<file path="src/rtl/expr_sequencer.sv">
// rtl/expr_sequencer.sv - infix '+'/'*' expression sequencer driving a stack ALU
module expr_sequencer #(
    parameter int DATA_WIDTH = 16,
    parameter int OP_DEPTH   = 16
) (
    input  logic                  clk,
    input  logic                  rst_n,
    input  logic                  tok_valid,
    output logic                  tok_ready,
    input  logic [2:0]            tok_type,
    input  logic [DATA_WIDTH-1:0] tok_data,
    output logic [2:0]            alu_opcode,
    output logic [DATA_WIDTH-1:0] alu_data,
    input  logic [DATA_WIDTH-1:0] alu_result,
    input  logic                  alu_overflow,
    output logic [DATA_WIDTH-1:0] result,
    output logic                  result_valid,
    output logic                  error,
    output logic                  busy
);

    localparam int CW = $clog2(OP_DEPTH + 1);
    localparam int IW = $clog2(OP_DEPTH);
    localparam logic [CW-1:0] FULL = CW'(OP_DEPTH);

    localparam logic [2:0] T_ADD = 3'b000;
    localparam logic [2:0] T_MUL = 3'b001;
    localparam logic [2:0] T_LP  = 3'b010;
    localparam logic [2:0] T_RP  = 3'b011;
    localparam logic [2:0] T_NUM = 3'b100;
    localparam logic [2:0] T_END = 3'b111;

    localparam logic [2:0] A_NOP  = 3'b000;
    localparam logic [2:0] A_ADD  = 3'b100;
    localparam logic [2:0] A_MUL  = 3'b101;
    localparam logic [2:0] A_PUSH = 3'b110;

    localparam logic [1:0] OP_ADD = 2'd0;
    localparam logic [1:0] OP_MUL = 2'd1;
    localparam logic [1:0] OP_LP  = 2'd2;

    typedef enum logic [2:0] {S_ACCEPT, S_REDUCE, S_WAIT, S_DONE, S_ERR} state_t;

    state_t                        state_q, state_d;
    logic [OP_DEPTH-1:0][1:0]      stk_q, stk_d;
    logic [CW-1:0]                 cnt_q, cnt_d;
    logic                          expect_q, expect_d;
    logic [2:0]                    pend_q, pend_d;
    logic                          wait_q, wait_d;
    logic [2:0]                    op_q, op_d;
    logic [DATA_WIDTH-1:0]         data_q, data_d;
    logic [DATA_WIDTH-1:0]         result_q, result_d;
    logic                          rv_q, rv_d;
    logic                          err_q, err_d;

    logic       empty, full, pop;
    logic [1:0] top;

    assign empty = (cnt_q == '0);
    assign full  = (cnt_q == FULL);
    assign top   = stk_q[IW'(cnt_q - 1'b1)];
    // '*' only unwinds other '*'; everything else unwinds down to '(' or empty
    assign pop   = !empty && ((pend_q == T_MUL) ? (top == OP_MUL) : (top != OP_LP));

    always_comb begin
        state_d  = state_q;
        stk_d    = stk_q;
        cnt_d    = cnt_q;
        expect_d = expect_q;
        pend_d   = pend_q;
        wait_d   = wait_q;
        op_d     = A_NOP;
        data_d   = '0;
        result_d = result_q;
        rv_d     = 1'b0;
        err_d    = 1'b0;
        case (state_q)
            S_ACCEPT: if (tok_valid) begin
                case (tok_type)
                    T_NUM: begin
                        if (!expect_q) state_d = S_ERR;
                        else begin
                            op_d     = A_PUSH;
                            data_d   = tok_data;
                            expect_d = 1'b0;
                        end
                    end
                    T_LP: begin
                        if (!expect_q || full) state_d = S_ERR;
                        else begin
                            stk_d[IW'(cnt_q)] = OP_LP;
                            cnt_d             = cnt_q + 1'b1;
                            expect_d          = 1'b1;
                        end
                    end
                    T_ADD, T_MUL, T_RP, T_END: begin
                        if (expect_q) state_d = S_ERR;
                        else begin
                            pend_d   = tok_type;
                            state_d  = S_REDUCE;
                            expect_d = (tok_type == T_ADD) || (tok_type == T_MUL);
                        end
                    end
                    default: state_d = S_ERR;
                endcase
            end
            S_REDUCE: begin
                if (pop) begin
                    cnt_d = cnt_q - 1'b1;
                    op_d  = (top == OP_MUL) ? A_MUL : A_ADD;
                end else begin
                    case (pend_q)
                        T_ADD, T_MUL: begin
                            if (full) state_d = S_ERR;
                            else begin
                                stk_d[IW'(cnt_q)] = (pend_q == T_MUL) ? OP_MUL : OP_ADD;
                                cnt_d             = cnt_q + 1'b1;
                                state_d           = S_ACCEPT;
                            end
                        end
                        T_RP: begin
                            if (!empty && top == OP_LP) begin
                                cnt_d   = cnt_q - 1'b1;
                                state_d = S_ACCEPT;
                            end else state_d = S_ERR;
                        end
                        default: begin
                            if (empty) begin
                                state_d = S_WAIT;
                                wait_d  = 1'b0;
                            end else state_d = S_ERR;
                        end
                    endcase
                end
            end
            S_WAIT: begin
                wait_d = 1'b1;
                if (wait_q) state_d = S_DONE;
            end
            S_DONE: begin
                result_d = alu_result;
                rv_d     = 1'b1;
                cnt_d    = '0;
                expect_d = 1'b1;
                state_d  = S_ACCEPT;
            end
            default: begin
                if (tok_valid && tok_type == T_END) begin
                    rv_d     = 1'b1;
                    err_d    = 1'b1;
                    cnt_d    = '0;
                    expect_d = 1'b1;
                    state_d  = S_ACCEPT;
                end
            end
        endcase
        // ALU overflow wins over whatever this cycle would have done
        if (alu_overflow && state_q != S_ERR) begin
            state_d  = S_ERR;
            stk_d    = stk_q;
            cnt_d    = cnt_q;
            op_d     = A_NOP;
            data_d   = '0;
            result_d = result_q;
            rv_d     = 1'b0;
            err_d    = 1'b0;
        end
    end

    always_ff @(posedge clk or negedge rst_n) begin
        if (!rst_n) begin
            state_q  <= S_ACCEPT;
            stk_q    <= '0;
            cnt_q    <= '0;
            expect_q <= 1'b1;
            pend_q   <= T_END;
            wait_q   <= 1'b0;
            op_q     <= A_NOP;
            data_q   <= '0;
            result_q <= '0;
            rv_q     <= 1'b0;
            err_q    <= 1'b0;
        end else begin
            state_q  <= state_d;
            stk_q    <= stk_d;
            cnt_q    <= cnt_d;
            expect_q <= expect_d;
            pend_q   <= pend_d;
            wait_q   <= wait_d;
            op_q     <= op_d;
            data_q   <= data_d;
            result_q <= result_d;
            rv_q     <= rv_d;
            err_q    <= err_d;
        end
    end

    assign tok_ready    = (state_q == S_ACCEPT) || (state_q == S_ERR);
    assign busy         = !((state_q == S_ACCEPT) && empty);
    assign alu_opcode   = op_q;
    assign alu_data     = data_q;
    assign result       = result_q;
    assign result_valid = rv_q;
    assign error        = err_q;

endmodule

</file>
<file path="config.mk">
export PLATFORM = sky130hd
export DESIGN_NAME = expr_sequencer
export DESIGN_NICKNAME = d
export VERILOG_FILES = /design/src/rtl/expr_sequencer.sv
export SDC_FILE = /design/constraint.sdc
export NUM_CORES = 1
export LEC_CHECK = 0
export ABC_CLOCK_PERIOD_IN_PS = 3250
export BUFFER_PORTS_ARGS = -buffer_cell sky130_fd_sc_hd__buf_2
export CAP_MARGIN = 20
export CORE_MARGIN = 3
export CORE_UTILIZATION = 45
export CTS_CLUSTER_DIAMETER = 40
export CTS_CLUSTER_SIZE = 28
export DETAILED_ROUTE_END_ITERATION = 10
export PLACE_DENSITY = 0.7
export SLEW_MARGIN = 20
export SYNTH_ARGS = -nofsm -noshare
export SYNTH_HDL_FRONTEND = slang
export SYNTH_SLANG_ARGS = --single-unit
export TNS_END_PERCENT = 50
</file>
<file path="constraint.sdc">
create_clock -name clk -period 3.25 [get_ports clk]
set_clock_uncertainty 0.15 [all_clocks]
set_input_delay 0.65 -clock clk [delete_from_list [all_inputs] [get_ports clk]]
set_output_delay 0.65 -clock clk [all_outputs]
set_load 0.03 [all_outputs]
</file>
==> impl_results.md <==
- WP data arrival: 3130 ps
- Final Hold Viols: 0
- Largest net degree at the start of global routing: 59
- Synth cell types: 51
- MaxCap Viol Count: 0
- Vias in the first global route: 3087
- Clock sinks: 82
- Ys async rst share: 100%
- DRT iter0 DRCs: 265
- GRT Overall Usage: 18.8%
- Syn avg cell area: 12.1 um2
- Antenna violations before repair: 0
- CTS root buf: clkbuf_8
- Area growth from synthesis to layout: 19.5%
- DRC Markers: 0
- CTS Buf Count: 9
- CTS clk-pin slew, worst paths: 80 ps
- RSZ-0062 raised after global routing: false
- Final Power: 2.71 mW
- Nature of the critical path endpoint: flip-flop
- Reg2Reg Setup Slack: 200 ps
- Sequential fraction of the synthesis area: 50.9%
- Peak VDD IR: 0.000306 V
- Clock latency on the worst-skew pair: 340 ps
- Kind of critical path: flip-flop to flip-flop
- First-pass GRT wire length: 15000 um
- Starting Density: 47.8%
- I/O pins: 78
- Relative slew margins: 52.0%
- Post-route ant nets: 0
- Hold slack: 203 ps
- PwrDens: 560 nW/um2
- Post-DP HPWL: 6300 um
- EDFF count, synth: 0
- Ys flop type: dfrtp_1
- Iteration count of the initial detailed-routing pass: 4
- Die W: 101 um
- Worst hold path type: input port to asynchronous set/reset pin
- Die area: 10200 um2
- Fin crit period: 3050 ps
- Nets@finish: 464
- Non-filler instance count after layout: 530
- Detailed Route WL: 8900 um
- Max Fclk: 328 MHz
- Data required, critical path: 3330 ps
- Final Cycle Share: 93.9%
- Slew Viols, Final: 0
- Yosys warns: 0
- Drt wl/cell: 16.8 um
- Final setup viols: 0
- CTS tree: done
- #FFs+latches synth: 82
- H-tree levels: 3
- CTS Buffer Depth: 2
- DR vias: 2988
- GRT Residual Overflow: 0
- Placed cell count: 513
- Core area: 8460 um2
- Share of post-route cells with drive strength above 1: 42.1%
- P_leak: 2.37 nW
- CTS Hold Bufs: 0
- GP Congestion: 0.824
- Port Buffers: 77
- CP Launch Type: flip-flop
- Final core occ: 57.1%
- Mapped Cells: 334
- Row cnt: 33
- Synthesized Nets: 378
- Vias per std cell: 5.64
- Ant diodes: 0
- Cell Area, Synth: 4050 um2
- Outcome: complete, no violations
- Largest fanout on the critical path: 16
- Worst-Margin Slew: 720 ps
- Chip height: 101 um
==> state kept, by name, indices dropped and copies added, names as in the netlist <==
signal / count
alu_data: 16
alu_opcode: 3
cnt_q: 5
error: 1
expect_q: 1
pend_q: 3
result: 16
result_valid: 1
state_q: 3
stk_q: 32
wait_q: 1
==> area by class of cell <==
type                       count  area (um2)
fill                         686        3630
sequential                    82        2060
multi-input combinational    226        1890
timing repair buffer          92         513
clock buffer                  12         155
tap                          105         131
clock inverter                 4        50.0
inverter                       9        33.8
==> placed cells by master, fill, tap and decap left out, types with 5 or more instances in the layout <==
cell type,n
mux4_2,7
buf_4,15
and2_1,18
mux2_2,49
dfrtp_1,77
inv_1,9
nand3_1,5
o21ai_0,13
a21oi_1,10
nand2_1,16
clkbuf_8,11
o2111ai_1,14
mux2i_1,8
buf_2,76
nor2_1,20
==> final timing paths <==
check	start	end	depth (start not counted)
max	cnt_q[0]	stk_q[8]	9
min	rst_n	alu_data[14]	1
max reg2reg	cnt_q[0]	stk_q[8]	9
min reg2reg	result[10]	result[10]	1
max in group asynchronous	rst_n	stk_q[13]	2
min in group clk	result[10]	result[10]	1
==> repair_timing <==
item	in CTS	in global routing
endpoints found under the setup margin	13	32
gates resized for setup	0	3
cloned	0	0
pin swaps	1	0
buffers inserted	1	0
==> cells in the mapped netlist, types with 4 or more instances <==
cell / count / share of area [%]
o211ai_1: 4 / 0.74
mux2i_1: 8 / 2.0
inv_1: 9 / 0.84
clkbuf_1: 13 / 1.2
nand3_1: 5 / 0.62
nand2_1: 16 / 1.5
dfrtp_1: 78 / 48
and2_1: 18 / 2.8
o21ai_0: 13 / 1.6
a21oi_1: 10 / 1.2
nor2_1: 20 / 1.9
dfstp_2: 4 / 2.6
mux2_2: 49 / 14
mux4_2: 7 / 3.9
o2111ai_1: 14 / 3.0
ha_1: 5 / 1.5
or2_2: 4 / 0.62
==> power breakdown <==
part           internal (mW)  switching, mW  leakage [nW]
Combinational          0.335          0.453          1.15
Clock                  0.396          0.357        0.0986
Sequential              1.09         0.0771          1.12
Total                   1.82          0.887          2.37
==> cell families after synthesis <==
logic type / after synthesis / synth area share, %
buffers and inverters: 26 / 2.85
adder cells (fa/ha/maj): 7 / 2.07
XOR/XNOR: 4 / 0.866
AO/OA/AOI/OAI: 64 / 11.7
AND/OR/NAND/NOR: 84 / 10.9
multiplexers: 67 / 20.7
flip-flops: 82 / 50.9
==> metal layers <==
metal | vias to the layer above | wire, um | global-route usage [%]
li1 | 1401 | - | -
met1 | 1451 | 3740 | 25.1
met2 | 123 | 4440 | 30.4
met3 | 13 | 566 | 3.39
met4 | 0 | 146 | 7.77
met5 | - | 0 | 0
==> per-stage QoR <==
step | area [um2] | TNS, ps | setup slack, ps
after floorplan | 4050 | 0 | 60.2
after global placement | 4600 | 0 | 88.5
after detailed placement | 4600 | -176 | -34.4
after CTS | 4820 | 0 | 66.1
after global routing | 4830 | 0 | 50.4
final | 4830 | 0 | 198
==> critical path, stage by stage (launching register included) <==
cell and delay [ps]:
dfrtp_2 360, buf_4 230, mux4_1 600, mux2i_1 170, mux2_2 240, maj3_2 270
a21oi_4 70, buf_12 160, o2111ai_1 300, mux2_2 380
Note: power is estimated with default switching activity, not from simulation.
